[config.mk]
export PLATFORM = sky130hd
export DESIGN_NAME = kth_largest_tracker
export DESIGN_NICKNAME = d
export VERILOG_FILES = /design/src/rtl/kth_largest_tracker.sv
export SDC_FILE = /design/constraint.sdc
export NUM_CORES = 1
export LEC_CHECK = 0
export BUFFER_PORTS_ARGS = -buffer_cell sky130_fd_sc_hd__buf_4
export CORE_MARGIN = 5
export CORE_UTILIZATION = 50
export CTS_CLUSTER_SIZE = 16
export DETAILED_ROUTE_END_ITERATION = 8
export PLACE_DENSITY = 0.76
export SLEW_MARGIN = 20
export SYNTH_ARGS = -nofsm -noshare
export SYNTH_HDL_FRONTEND = slang
export SYNTH_SLANG_ARGS = --single-unit
[constraint.sdc]
create_clock -name clk -period 13.85 [get_ports clk]
set_input_delay 3.4625 -clock clk [delete_from_list [all_inputs] [get_ports clk]]
set_output_delay 3.4625 -clock clk [all_outputs]
set_load 0.03 [all_outputs]
[src/rtl/kth_largest_tracker.sv]
// Purpose : keeps the K largest samples seen since reset/clear in a sorted register file.
// Latency : a sample accepted at edge N is visible on all outputs from cycle N+1; reads are combinational.
// Backpressure: none; one sample per cycle is always accepted, dropped only by rank or duplicate rules.
module kth_largest_tracker #(
    parameter int DATA_WIDTH = 32,
    parameter int K          = 4,
    parameter int SIGNED     = 0,
    parameter int DISTINCT   = 0,
    localparam int IDX_W     = $clog2(K),
    localparam int CNT_W     = $clog2(K + 1)
) (
    input  logic                  clk,
    input  logic                  reset,
    input  logic                  clear,
    input  logic                  din_valid,
    input  logic [DATA_WIDTH-1:0] din,
    input  logic [IDX_W-1:0]      rd_idx,
    output logic [DATA_WIDTH-1:0] dout,
    output logic                  dout_valid,
    output logic [DATA_WIDTH-1:0] max_out,
    output logic [CNT_W-1:0]      fill_count,
    output logic                  full
);

    logic [DATA_WIDTH-1:0] entry_q   [K];
    logic [DATA_WIDTH-1:0] entry_d   [K];
    logic [DATA_WIDTH-1:0] above_ent [K];
    logic [K-1:0]          occ_q;
    logic [K-1:0]          occ_d;
    logic [K-1:0]          keep_vec;
    logic [K-1:0]          above_keep;
    logic [K-1:0]          above_occ;
    logic [K-1:0]          dup_vec;
    logic                  accept;
    logic [CNT_W-1:0]      cnt;

    // Greater-or-equal under the configured signedness.
    function automatic logic ge_f(input logic [DATA_WIDTH-1:0] a,
                                  input logic [DATA_WIDTH-1:0] b);
        if (SIGNED != 0) begin
            return $signed(a) >= $signed(b);
        end
        return a >= b;
    endfunction

    // Parallel compare of din against every slot; keep_vec is a thermometer
    // because occupied entries are sorted, so its edge is the insert position.
    always_comb begin
        for (int i = 0; i < K; i++) begin
            keep_vec[i] = occ_q[i] && ge_f(entry_q[i], din);
            dup_vec[i]  = occ_q[i] && (entry_q[i] == din);
        end
    end

    // Neighbour-above views, with a virtual always-kept slot above rank 0.
    always_comb begin
        above_keep[0] = 1'b1;
        above_occ[0]  = 1'b0;
        above_ent[0]  = '0;
        for (int i = 1; i < K; i++) begin
            above_keep[i] = keep_vec[i-1];
            above_occ[i]  = occ_q[i-1];
            above_ent[i]  = entry_q[i-1];
        end
    end

    assign accept = din_valid && !((DISTINCT != 0) && (|dup_vec));

    // Next state: hold, flush, or shift-insert; a slot keeps its value, takes
    // din at the insert point, or takes its upper neighbour below it.
    always_comb begin
        occ_d = occ_q;
        for (int i = 0; i < K; i++) begin
            entry_d[i] = entry_q[i];
        end
        if (clear) begin
            occ_d = '0;
            for (int i = 0; i < K; i++) begin
                entry_d[i] = '0;
            end
        end else if (accept) begin
            for (int i = 0; i < K; i++) begin
                if (keep_vec[i]) begin
                    entry_d[i] = entry_q[i];
                    occ_d[i]   = occ_q[i];
                end else if (above_keep[i]) begin
                    entry_d[i] = din;
                    occ_d[i]   = 1'b1;
                end else begin
                    entry_d[i] = above_ent[i];
                    occ_d[i]   = above_occ[i];
                end
            end
        end
    end

    // State registers with asynchronous flush.
    always_ff @(posedge clk or posedge reset) begin
        if (reset) begin
            occ_q <= '0;
            for (int i = 0; i < K; i++) begin
                entry_q[i] <= '0;
            end
        end else begin
            occ_q <= occ_d;
            for (int i = 0; i < K; i++) begin
                entry_q[i] <= entry_d[i];
            end
        end
    end

    // Rank read mux; indices beyond K-1 match nothing and read as empty.
    always_comb begin
        dout       = '0;
        dout_valid = 1'b0;
        for (int i = 0; i < K; i++) begin
            if (rd_idx == IDX_W'(i)) begin
                dout       = entry_q[i];
                dout_valid = occ_q[i];
            end
        end
    end

    // Occupancy count.
    always_comb begin
        cnt = '0;
        for (int i = 0; i < K; i++) begin
            cnt = cnt + CNT_W'(occ_q[i]);
        end
    end

    assign fill_count = cnt;
    assign max_out    = entry_q[0];
    assign full       = occ_q[K-1];

endmodule
## Word-level counts from Yosys, hierarchy flattened

Cells that the tools add are included.

| storage, ports and cells | value |
|---|---|
| memory bits (read-only) | 0 |
| memory bits (writable) | 0 |
| memories | 0 |
| bits in latches | 0 |
| output and inout bits | 69 |
| flip-flop bits (word level) | 132 |

| operators by class | value |
|---|---|
| magnitude comparators | 4 |
| shift operators | 0 |
| bitwise operators | 0 |
| add/sub/neg operators | 3 |
| divide/modulo/power cells | 0 |
| mux-type cells | 26 |
| multipliers | 0 |
| reduce and logical (&&, ||, !) cells | 10 |
| equality and inequality tests | 7 |

Operators by type and width:

| cell | count |
|---|---|
| two-way mux 32 bit | 11 |
| two-way mux 128 bit | 2 |
| greater-or-equal comparator 32 bit | 4 |
| two-way mux 1 bit | 11 |
| two-way mux 4 bit | 2 |
| != test 2 bit, second input constant | 4 |
| AND reduction 2 bit | 4 |
| == test 2 bit, second input constant | 2 |
| logical AND 1 bit | 4 |
| adder 2 x 1 -> 3 bit | 1 |
| adder 3 x 1 -> 3 bit | 1 |
| adder 1 x 1 -> 2 bit | 1 |
| == test 2 x 1 -> 1 bit, second input constant | 1 |
| logical NOT 2 bit | 1 |
| nonzero test 2 bit | 1 |

## Depth between registers and ports, before layout

| logic depth | value |
|---|---|
| depth after elaboration | 6 |
| depth in mapped cells | 11 |

## Worst setup path after synthesis

OpenSTA, ideal clock, no wires.

| timing | value |
|---|---|
| path kind | input -> output |
| from | in rd_idx[1] |
| to | out dout[21] |
| data required time | 10.387 ns |
| path buffers | 3 |
| arrival | 4.967 ns |
| setup slack | 5.421 ns |
| stages | 4 |
| cell sequence | clkbuf_1 > buf_1 > buf_1 > mux4_2 |

| on the way | value |
|---|---|
| word-level cells in the longest chain between the ends | 5 |
| elaborated cells on any way between the ends | 8 |
| classes of those cells | 3 x eq/ne; 4 x mux; 1 x reduce/logical |

Ends and longest elaborated chain:

| item | line | source |
|---|---|---|
| start: declaration | 17 | `input logic [IDX_W-1:0] rd_idx,` |
| logical NOT 2 bit | 117 | `if (rd_idx == IDX_W'(i)) begin` |
| two-way mux 32 bit (3 in series) | 117 |  |
| two-way mux 32 bit (*) | 117 |  |
| end: declaration | 18 | `output logic [DATA_WIDTH-1:0] dout,` |

Every way passes the cells marked *; elsewhere a longest branch is shown, timed or not.

## Final worst setup path

| timing | value |
|---|---|
| from | in rd_idx[0] |
| to | out dout[21] |

The elaborated chain is that of the path after synthesis.

==> impl_metrics.json <==
{
  "outcome": "complete, no violations",
  "synth-edff-count": 0,
  "final_nets": 1144,
  "avgViaCountPerCell": 6.09,
  "power_density_nw_per_um2": 96.9,
  "period_share": 0.595,
  "dieArea_um2": 22400,
  "route.detailed.drc": 0,
  "post-route-util": 0.579,
  "syn2layout_area_growth_pct": 14.6,
  "min-delay-start": "entry_q[0]",
  "final_max_slew_viol_count": 0,
  "die_y_um": 150,
  "hold_path_class": "flip-flop to flip-flop",
  "syn_inst": 914,
  "wire_per_inst_um": 21.4,
  "fp-row-count": 51,
  "gp_congestion": 0.884,
  "ios": 107,
  "clock_path_buffers": 2,
  "cts_root_buf": "clkbuf_16",
  "crit_start": "rd_idx[0]",
  "ys_seq_area_frac": 0.338,
  "finalHoldViolations": 0,
  "cts_max_level": 4,
  "start_util": 0.505,
  "dp_hpwl_um": 19300,
  "skew_ns": 0.00995,
  "grt_max_degree": 75,
  "worstPathArrival_ns": 4.78,
  "postCtsSetupBuffers": 0,
  "async_flop_share": 1.00,
  "finalSetupTns_ns": 0,
  "maxCapViolCount": 0,
  "port_buffers": 106,
  "holdWs_ns": 0.523,
  "synth.distinct_cells": 51,
  "cts_tree": "yes",
  "grt_pass1_vias": 7887,
  "setup_violations": 0,
  "avgSynthCellArea_um2": 10.7,
  "antenna_found_initial": 0,
  "max_freq_ghz": 0.121,
  "postCtsHoldBufs": 0,
  "ys_seq_elements": 132,
  "cts_buffers": 17,
  "vias": 7640,
  "fillers": 1606,
  "ys_top_cells_by_area": "dfrtp_1 34%, ha_1 17%, mux2i_1 13%",
  "finalCriticalPeriod_ns": 8.24,
  "synth_flop_cell": "dfrtp_1",
  "relSlewSlack": 0.315,
  "required_ns": 10.39,
  "p_leak_nw": 5.98,
  "startpoint_type": "primary input",
  "grt.total_usage": 0.248,
  "synth_area_leader_cell": "dfrtp_1",
  "peakVddDrop_mv": 0.0896,
  "firstDrtPassIters": 5,
  "critPathKind": "primary input to output port",
  "die_x_um": 150,
  "total_power_w": 0.00109,
  "grt_pass1_wl_um": 43300,
  "clkSinkCount": 132,
  "dpl_cell_area_um2": 10600,
  "rsz0062_at_grt": "no",
  "cts_resized": 0,
  "clk_latency_ns": 0.43,
  "ant_nets": 0,
  "synth_warnings": 0,
  "clk_pin_slew_ns": 0.06,
  "drt-total-wl_um": 26900,
  "layout-drive-gt1-share": 0.197,
  "netlist_area_um2": 9770,
  "tightest_slew_ns": 1.03,
  "netlist.area_leader.share": 0.338,
  "coreArea_um2": 19300,
  "fin_area_um2": 11200,
  "drt-initial-drc-count": 445,
  "end_kind": "output port",
  "cp_max_fo": 33,
  "synth_nets": 1083,
  "grt_overflow_total": 0,
  "timing.rr.start": "above_ent[63]"
}
state kept, by name (all words and copies together) (netlist names):
register / count
above_ent: 64
entry_q: 32
max_out: 32
occ_q: 4
stage by stage:
step	instances	setup slack (ns)
2_1_floorplan	914	5.42
3_3_place_gp	1221	5.61
3_5_place_dp	1221	5.57
4_1_cts	1253	5.57
5_1_grt	1253	5.50
6_report	1254	5.61
worst paths after layout:
path                                  to  slack, ns  depth (start not counted)
max                             dout[21]       5.61                          3
min                           entry_q[0]       0.52                          2
max reg2reg                     occ_q[1]      10.02                          9
min reg2reg                   entry_q[0]       0.52                          2
max in group asynchronous  above_ent[21]       9.36                          3
min in group asynchronous    max_out[23]       3.10                          2
where the power goes:
group	switching [W]	internal (W)	total [W]	leakage [nW]
Combinational	0.000114	0.0000735	0.000187	3.88
Sequential	0.0000207	0.000399	0.000420	1.81
Clock	0.000181	0.000298	0.000478	0.292
layer usage:
metal	wire [um]	track usage
met1	11800	0.333
met2	12700	0.399
met3	1650	0.0503
met5	0	0
met4	732	0.0901
critical path: stages:
cell	delay [ns]
buf_4	0.51
mux4_2	0.59
buf_4	0.18
synthesized netlist by cell type, drive strengths merged (3+ instances only):
cell type	instances
o21ai	50
nand2b	7
nor3	4
nand3	11
a221oi	5
a21o	5
a21boi	4
clkbuf	18
o21a	3
dfrtp	132
mux2i	128
and4	5
nand2	67
buf	58
a21oi	52
ha	130
mux4	33
o2bb2ai	64
nor4	3
nor2	44
nand4	15
a2111oi	3
a31oi	3
inv	46
nor2b	3
placed cells by master (no fill, tap or decap), types with 2 or more instances in the layout:
cell / count
a2111o_1: 2
a2111oi_0: 3
a21boi_0: 4
a21o_1: 5
a21oi_1: 49
a21oi_2: 3
a221oi_1: 5
a31oi_1: 2
and4_1: 5
buf_4: 118
bufinv_16: 3
clkbuf_16: 17
clkbuf_8: 3
clkinv_4: 3
clkinvlp_4: 4
dfrtp_1: 132
ha_1: 130
inv_1: 45
mux2i_1: 128
mux4_2: 33
nand2_1: 67
nand2b_1: 7
nand3_1: 11
nand4_1: 15
nor2_1: 43
nor2b_1: 3
nor3_1: 4
nor4_1: 2
o21a_1: 3
o21ai_0: 47
o21ai_1: 3
o2bb2ai_1: 64
final cells by class:
type | instances | area (um^2) | area share
repair buffers | 118 | 886 | 0.0791
well taps | 265 | 332 | 0.0296
clock buffers | 21 | 470 | 0.0420
diodes | 1 | 2.50 | 0.000223
flip-flops and latches | 132 | 3300 | 0.295
inverters | 46 | 178 | 0.0159
clock inverters | 11 | 151 | 0.0135
multi-input cells | 660 | 5880 | 0.525
logic make-up (layout without fill, tap and decap cells):
group / after synthesis / count (layout) / synth area share
AO/OA/AOI/OAI: 203 / 203 / 0.145
adder cells (fa/ha/maj): 131 / 131 / 0.168
buffers and inverters: 122 / 196 / 0.0629
flip-flops: 132 / 132 / 0.338
multiplexers: 162 / 162 / 0.208
other: 0 / 1 / 0
AND/OR/NAND/NOR: 164 / 164 / 0.0771
Note: power is estimated with default switching activity, not from simulation.
